**src/rtl/vec_pkg.sv**
```systemverilog
// Shared parameters, state encoding and element helpers for the
// vector memory sequencer.
package vec_pkg;

  localparam int NELEM = 5;
  localparam int DW    = 32;
  localparam int AW    = 32;
  localparam int RAW   = 4;
  localparam int IW    = 3;

  localparam logic OP_VLD = 1'b0;
  localparam logic OP_VST = 1'b1;

  typedef enum logic [2:0] {
    S_IDLE,
    S_LOAD,
    S_COMMIT,
    S_STORE,
    S_DONE
  } state_e;

  function automatic logic [DW-1:0] elem(
    input logic [NELEM*DW-1:0] v,
    input logic [IW-1:0]       i
  );
    return v[i*DW +: DW];
  endfunction

endpackage

```
**src/rtl/vec_elem_buf.sv**
```systemverilog
// NELEM x DW element buffer: async clear, parallel snapshot load,
// indexed single-element write, packed read-out.
module vec_elem_buf
  import vec_pkg::*;
(
  input  logic                clk,
  input  logic                rst,
  input  logic                ld_i,
  input  logic [NELEM*DW-1:0] ld_data_i,
  input  logic                wr_i,
  input  logic [IW-1:0]       wr_idx_i,
  input  logic [DW-1:0]       wr_data_i,
  output logic [NELEM*DW-1:0] data_o
);

  logic [NELEM*DW-1:0] data_q, data_d;

  always_comb begin
    data_d = data_q;
    if (ld_i) begin
      data_d = ld_data_i;
    end else begin
      for (int i = 0; i < NELEM; i++) begin
        if (wr_i && wr_idx_i == IW'(i)) begin
          data_d[i*DW +: DW] = wr_data_i;
        end
      end
    end
  end

  always_ff @(posedge clk or posedge rst) begin
    if (rst) data_q <= '0;
    else     data_q <= data_d;
  end

  assign data_o = data_q;

endmodule

```
**src/rtl/vec_mem_seq.sv**
```systemverilog
// Multi-cycle VLD/VST sequencer between word memory and the
// vector register file; stalls the core through busy.
module vec_mem_seq
  import vec_pkg::*;
(
  input  logic                clk,
  input  logic                reset,
  input  logic                start,
  input  logic                op,
  input  logic [RAW-1:0]      vreg_idx,
  input  logic [AW-1:0]       base,
  output logic                busy,
  output logic                done,
  output logic [RAW-1:0]      vf_va,
  input  logic [NELEM*DW-1:0] vf_rd,
  output logic                vf_we,
  output logic [RAW-1:0]      vf_vd,
  output logic [NELEM*DW-1:0] vf_wd,
  output logic [AW-1:0]       mem_addr,
  output logic                mem_we,
  output logic [DW-1:0]       mem_wd,
  input  logic [DW-1:0]       mem_rd
);

  state_e              state_q, state_d;
  logic [IW-1:0]       idx_q, idx_d;
  logic [RAW-1:0]      vreg_q, vreg_d;
  logic [AW-1:0]       base_q, base_d;
  logic [AW-1:0]       eaddr;
  logic                buf_ld, buf_wr;
  logic [NELEM*DW-1:0] buf_data;
  logic                last;

  assign eaddr = base_q + AW'({idx_q, 2'b00});
  assign last  = (idx_q == IW'(NELEM-1));

  vec_elem_buf u_buf (
    .clk       (clk),
    .rst       (reset),
    .ld_i      (buf_ld),
    .ld_data_i (vf_rd),
    .wr_i      (buf_wr),
    .wr_idx_i  (idx_q),
    .wr_data_i (mem_rd),
    .data_o    (buf_data)
  );

  always_comb begin
    state_d  = state_q;
    idx_d    = idx_q;
    vreg_d   = vreg_q;
    base_d   = base_q;
    busy     = 1'b1;
    done     = 1'b0;
    vf_we    = 1'b0;
    mem_we   = 1'b0;
    mem_addr = '0;
    mem_wd   = '0;
    vf_va    = vreg_q;
    buf_ld   = 1'b0;
    buf_wr   = 1'b0;
    unique case (state_q)
      S_IDLE: begin
        busy  = 1'b0;
        vf_va = vreg_idx;
        if (start) begin
          vreg_d = vreg_idx;
          base_d = base & ~AW'(3);
          idx_d  = '0;
          // VST snapshots the source now so later writes can't leak in
          buf_ld  = (op == OP_VST);
          state_d = (op == OP_VST) ? S_STORE : S_LOAD;
        end
      end
      S_LOAD: begin
        mem_addr = eaddr;
        buf_wr   = 1'b1;
        idx_d    = idx_q + IW'(1);
        if (last) state_d = S_COMMIT;
      end
      S_COMMIT: begin
        vf_we   = 1'b1;
        state_d = S_DONE;
      end
      S_STORE: begin
        mem_addr = eaddr;
        mem_we   = 1'b1;
        mem_wd   = elem(buf_data, idx_q);
        idx_d    = idx_q + IW'(1);
        if (last) state_d = S_DONE;
      end
      S_DONE: begin
        done    = 1'b1;
        state_d = S_IDLE;
      end
      default: state_d = S_IDLE;
    endcase
  end

  always_ff @(posedge clk or posedge reset) begin
    if (reset) begin
      state_q <= S_IDLE;
      idx_q   <= '0;
      vreg_q  <= '0;
      base_q  <= '0;
    end else begin
      state_q <= state_d;
      idx_q   <= idx_d;
      vreg_q  <= vreg_d;
      base_q  <= base_d;
    end
  end

  assign vf_vd = vreg_q;
  assign vf_wd = buf_data;

endmodule

```
**config.mk**
```make
export PLATFORM = sky130hd
export DESIGN_NAME = vec_mem_seq
export DESIGN_NICKNAME = d
export VERILOG_FILES = /design/src/rtl/vec_pkg.sv /design/src/rtl/vec_elem_buf.sv /design/src/rtl/vec_mem_seq.sv
export SDC_FILE = /design/constraint.sdc
export NUM_CORES = 1
export LEC_CHECK = 0
export BUFFER_PORTS_ARGS = -buffer_cell sky130_fd_sc_hd__buf_2
export CORE_AREA = 2 2 182 184
export DETAILED_ROUTE_END_ITERATION = 8
export DIE_AREA = 0 0 184 186
export PLACE_DENSITY_LB_ADDON = 0.05
export SLEW_MARGIN = 5
export SYNTH_ARGS = -nofsm -noshare
export SYNTH_HDL_FRONTEND = slang
export SYNTH_SLANG_ARGS = --single-unit
```
**constraint.sdc**
```tcl
create_clock -name clk -period 15.8 [get_ports clk]
set_input_delay 1.58 -clock clk [delete_from_list [all_inputs] [get_ports clk]]
set_output_delay 1.58 -clock clk [all_outputs]
set_load 0.02 [all_outputs]
```
==> impl_metrics.json, run 1 <==
{
  "status": "finished, final reports clean",
  "place_inst": 1883,
  "drt_iter0_markers": 592,
  "ff_latch_area_mm2": 0.00501,
  "rsz0062_at_grt": "no",
  "cts_setup_buffers": 0,
  "p_leak_nw": 6.97,
  "coreArea_mm2": 0.0322,
  "root_buffer": "clkbuf_16",
  "post_drt_via_cell_ratio": 5.25,
  "cts_sinks": 200,
  "multi_input_area_mm2": 0.00567,
  "final_common_cell": "buf_2",
  "arrival_ps": 3710,
  "crit_path_start_kind": "flop",
  "chipWidth_um": 184,
  "timing.hold.ws_ps": 514,
  "syn_inst": 1080,
  "syn_to_final_growth_pct": 28.2,
  "synth_seq_cells": 200,
  "fill_cells": 3264,
  "place_hpwl_mm": 29.1,
  "rows": 66,
  "drt.antenna.violating_nets": 0,
  "layout_setup_ws_ps": 10510,
  "drc": 0,
  "seq_area_frac_synth_pct": 45.0,
  "cts_made_buffers": 17,
  "clock_path_buffers": 2,
  "ys.flop_type": "dfrtp_1",
  "grt_pass1_wl_mm": 62.1,
  "hold_path.class": "reg -> reg",
  "grt_max_degree": 118,
  "postPlaceCellArea_mm2": 0.0137,
  "dp_slack_ps": 10960,
  "overflow": 0,
  "power.density_mw_per_mm2": 223,
  "fp.dieH_um": 186,
  "finClkSkew_ps": 18.5,
  "end_kind": "output pin",
  "grt_pass1_vias": 9934,
  "port_buffers": 463,
  "cts_tree": "built",
  "max_slew_margin_pct": 30.6,
  "start_util_pct": 34.5,
  "ys_warn_count": 0,
  "synth_cell_types": 51,
  "cap_viol_max_count": 0,
  "gp_congestion": 0.799,
  "cts_hold_buffers": 0,
  "final_cells": 1920,
  "vias": 10081,
  "die_area_mm2": 0.0342,
  "synthesis.area_mm2": 0.0111,
  "tns_ps": 0,
  "wl_per_cell_um": 21.9,
  "total_power_mw": 3.18,
  "io_pins": 468,
  "antenna_found_initial": 11,
  "design_area_mm2": 0.0143,
  "h-tree-depth": 4,
  "synth_edf_count": 0,
  "critPathKind": "reg -> out",
  "fin_nets": 1735,
  "synth.avg_cell_area_um2": 10.3,
  "finalSetupViolCount": 0,
  "slew_viol_final": 0,
  "clk_pin_slew_ps": 70,
  "cp_data_required_time_ps": 14220,
  "grt_use_total_pct": 24.2,
  "cts.repair.resized": 0,
  "final_hold_viol_count": 0,
  "final_cell_mix": "buf_2, dfrtp_1, nand2_1",
  "fmax_mhz": 189,
  "postLayoutCoreUtil_pct": 44.3,
  "async_flop_share_pct": 100,
  "fin_crit_ps": 5290,
  "period_share_pct": 33.5,
  "vdd_drop_max_v": 0.000101,
  "worst_pin_slew_ps": 1040,
  "drive_above_1_share_pct": 39.7,
  "dr.pass1.iters": 5,
  "worstPathMaxFanout": 38,
  "drt_wl_total_mm": 42.0,
  "insertion_delay_ps": 450
}
## kinds of logic (layout without fill, tap and decap cells)
group	after synthesis	count (layout)	synth area share, %
AND/OR/NAND/NOR	288	288	11.8
AO/OA/AOI/OAI	245	245	12.4
multiplexers	232	232	24.9
flip-flops	200	200	45.0
buffers and inverters	99	525	4.32
adder cells (fa/ha/maj)	9	9	1.08
XOR/XNOR	6	6	0.472
other	1	7	0.0337
## worst max-delay path: stages, from the launching register on
cell	delay (ps)
dfrtp_2	340
buf_4	610
inv_1	250
fa_1	510
nand2b_1	200
a2111oi_0	800
nand3b_1	140
a21oi_1	220
buf_2	200
## worst paths after layout
check	from	end	slack [ps]	cells after the start
max	idx_q[1]	mem_addr[20]	10510	8
min	base_q[4]	base_q[4]	510	1
max reg2reg	state_q[1]	u_buf.data_o[122]	12190	5
min reg2reg	base_q[4]	base_q[4]	510	1
max in group asynchronous	reset	idx_q[1]	13120	3
min in group asynchronous	reset	u_buf.data_o[150]	1230	2
## state kept, by name (all words and copies together) (netlist names)
name          count
base_q           30
idx_q             3
state_q           3
u_buf.data_o    160
vf_vd             4
## cell type report
class,count,area share (%)
clock inverters,12,0.641
repair buffers,481,17.2
multi-input cells,782,39.7
flip-flops and latches,200,35.1
clock buffers,20,3.27
well taps,408,3.58
inverters,12,0.369
diodes,5,0.0877
## cell usage after synthesis, types with 13 or more instances
cell	count	area, um^2
a21oi_1	20	100
mux2i_1	162	1620
clkbuf_1	34	128
mux2_2	38	428
mux4_2	32	721
a22oi_1	32	240
buf_2	29	145
o21ai_0	137	686
buf_4	19	143
nor2_1	40	150
dfrtp_1	200	5000
nand3_1	13	65.1
o21ai_1	32	160
nand2_1	179	672
## power breakdown
part           total, mW  leakage [nW]  switching, mW  internal (mW)
clock network      0.436         0.279          0.218          0.218
logic               1.73          4.28           1.05          0.680
registers           1.02          2.42          0.242          0.774
total               3.18          6.97           1.51           1.67
## routing by layer
layer / vias up / share of wire (%) / GRT usage, %
li1: 4733 / - / -
met5: - / 0.20 / 0
met3: 44 / 6.5 / 5.85
met2: 355 / 49 / 41.4
met4: 12 / 1.5 / 6.40
met1: 4937 / 42 / 30.7
Note: power is estimated with default switching activity, not from simulation.
==> inputs of run 2 (changes only) <==
--- a/config.mk
+++ b/config.mk
@@ -6,9 +6,9 @@
 export NUM_CORES = 1
 export LEC_CHECK = 0
 export BUFFER_PORTS_ARGS = -buffer_cell sky130_fd_sc_hd__buf_2
-export CORE_AREA = 2 2 182 184
+export CORE_AREA = 2 2 183 185
 export DETAILED_ROUTE_END_ITERATION = 8
-export DIE_AREA = 0 0 184 186
+export DIE_AREA = 0 0 185 187
 export PLACE_DENSITY_LB_ADDON = 0.05
 export SLEW_MARGIN = 5
 export SYNTH_ARGS = -nofsm -noshare
==> constraint.sdc (replaced) <==
create_clock -name clk -period 5.1 [get_ports clk]
set_input_delay 0.51 -clock clk [delete_from_list [all_inputs] [get_ports clk]]
set_output_delay 0.51 -clock clk [all_outputs]
set_load 0.02 [all_outputs]
==> impl_metrics.json, run 2 (same netlist as run 1, synthesis figures left out) <==
{
  "root_buffer": "clkbuf_16",
  "overflow": 0,
  "fin_crit_ps": 3670,
  "fp.dieH_um": 187,
  "slew_viol_final": 0,
  "cts_setup_buffers": 0,
  "vias": 10040,
  "grt_max_degree": 143,
  "crit_path_top_delay_cell": "or4_1",
  "max_slew_margin_pct": 33.3,
  "fill_cells": 3357,
  "critPathMaxStageDelay_ps": 610,
  "crit_path_start_kind": "flop",
  "cts.repair.resized": 0,
  "total_power_mw": 9.89,
  "layout_setup_ws_ps": 1430,
  "drt.antenna.violating_nets": 0,
  "drt_wl_total_mm": 41.9,
  "start_util_pct": 33.9,
  "cts_made_buffers": 17,
  "drive_above_1_share_pct": 39.5,
  "cp_cell_sequence": "buf_4 > ha_1 > a211o_1 > nand3_1 > or4_1 > a21oi_1 > buf_2",
  "power.density_mw_per_mm2": 687,
  "worst_pin_slew_ps": 975,
  "place_hpwl_mm": 28.9,
  "path_delay_family": "simple AND/OR/NAND/NOR gates",
  "io_pins": 468,
  "r2r_start": "idx_q[0]",
  "period_share_pct": 71.9,
  "cp_data_required_time_ps": 4590,
  "gp_congestion": 0.797,
  "dp_slack_ps": 1860,
  "drt_iter0_markers": 515,
  "post_drt_via_cell_ratio": 5.11,
  "hold_path.class": "in -> async",
  "worstPathMaxFanout": 37,
  "final_hold_viol_count": 0,
  "arrival_ps": 3160,
  "finClkSkew_ps": 8.47,
  "rsz0062_at_grt": "no",
  "final_cell_mix": "buf_2, dfrtp_1, nand2_1",
  "cts_hold_buffers": 0,
  "syn_to_final_growth_pct": 29.4,
  "wl_per_cell_um": 21.3,
  "critPathKind": "reg -> out",
  "grt_pass1_vias": 10003,
  "p_leak_nw": 6.99,
  "h-tree-depth": 4,
  "fin_nets": 1736,
  "cts_tree": "built",
  "coreArea_mm2": 0.0329,
  "rows": 67,
  "finalSetupViolCount": 0,
  "crit_path_start": "idx_q[1]",
  "crit_buf_inv": 2,
  "antenna_found_initial": 14,
  "insertion_delay_ps": 450,
  "chipWidth_um": 185,
  "clk_pin_slew_ps": 70,
  "port_buffers": 463,
  "largest_reg_flops": 160,
  "grt_pass1_wl_mm": 62.4,
  "cap_viol_max_count": 0,
  "end_kind": "output pin",
  "fmax_mhz": 273,
  "vdd_drop_max_v": 0.000282,
  "final_common_cell": "buf_2",
  "grt_use_total_pct": 24.0,
  "drc": 0,
  "clock_path_buffers": 2,
  "status": "finished, final reports clean",
  "cts_sinks": 200,
  "dr.pass1.iters": 5,
  "die_area_mm2": 0.0346,
  "tns_ps": 0
}
[run 2: changes by cell type in the layout (fill, tap and decap cells not counted), sizes merged]
cell	before	now
inv	17	11
bufinv	0	2
buf	481	482
diode	5	11
clkbuf	20	23
clkinv	6	4
clkinvlp	1	3
[run 2: cell type report]
cell class | count | area, um^2 | share of cell area, %
Antenna cell | 11 | 27.5 | 0.191
Clock buffer | 23 | 488 | 3.39
Clock inverter | 8 | 95.1 | 0.661
Inverter | 12 | 48.8 | 0.339
Multi-Input combinational cell | 782 | 5670 | 39.4
Sequential cell | 200 | 5010 | 34.8
Tap cell | 448 | 561 | 3.89
Timing Repair Buffer | 482 | 2500 | 17.4
[run 2: final timing paths]
path / to / slack [ps] / cells past startpoint
min in group clk: u_buf.data_o[48] / 260 / 3
hold / removal: u_buf.data_o[90] / 50 / 2
hold reg to reg: base_q[4] / 520 / 1
max in group asynchronous: u_buf.data_o[6] / 4090 / 3
setup reg to reg: u_buf.data_o[10] / 2050 / 7
setup / recovery: mem_addr[21] / 1430 / 7
[run 2: power by group]
group          leakage, nW  switching [mW]  internal [mW]
Sequential            2.42           0.751           2.40
Combinational         4.29            3.23           2.12
Clock                0.285           0.626          0.770
Total                 6.99            4.60           5.29
[run 2: routing by layer]
layer	vias up	wire length [um]	track usage, %
met5	-	44	0
met4	6	892	7.23
met3	41	3240	6.89
met2	365	20100	39.6
met1	4893	17600	30.3
li1	4735	-	-
[run 2: through the flow]
step / hold WS (ps) / area [um^2] / util, % / std cells
after CTS: 34.1 / 14400 / 43.7 / 1955
after global routing: 43.8 / 14400 / 43.8 / 1963
after detailed placement: 502 / 13800 / 41.9 / 1924
final: 50.2 / 14400 / 43.8 / 1966
after floorplan: 484 / 11100 / - / 1081
after global placement: 493 / 13800 / 41.9 / 1924
[run 2: worst reg2reg max path, delay by kind of cell, from the launching register on]
family	cells	cell delay, ps
AO/OA/AOI/OAI	1	90
adder cells (fa/ha/maj)	1	270
buffers and inverters	3	1260
flip-flops	1	360
multiplexers	1	240
AND/OR/NAND/NOR	1	710
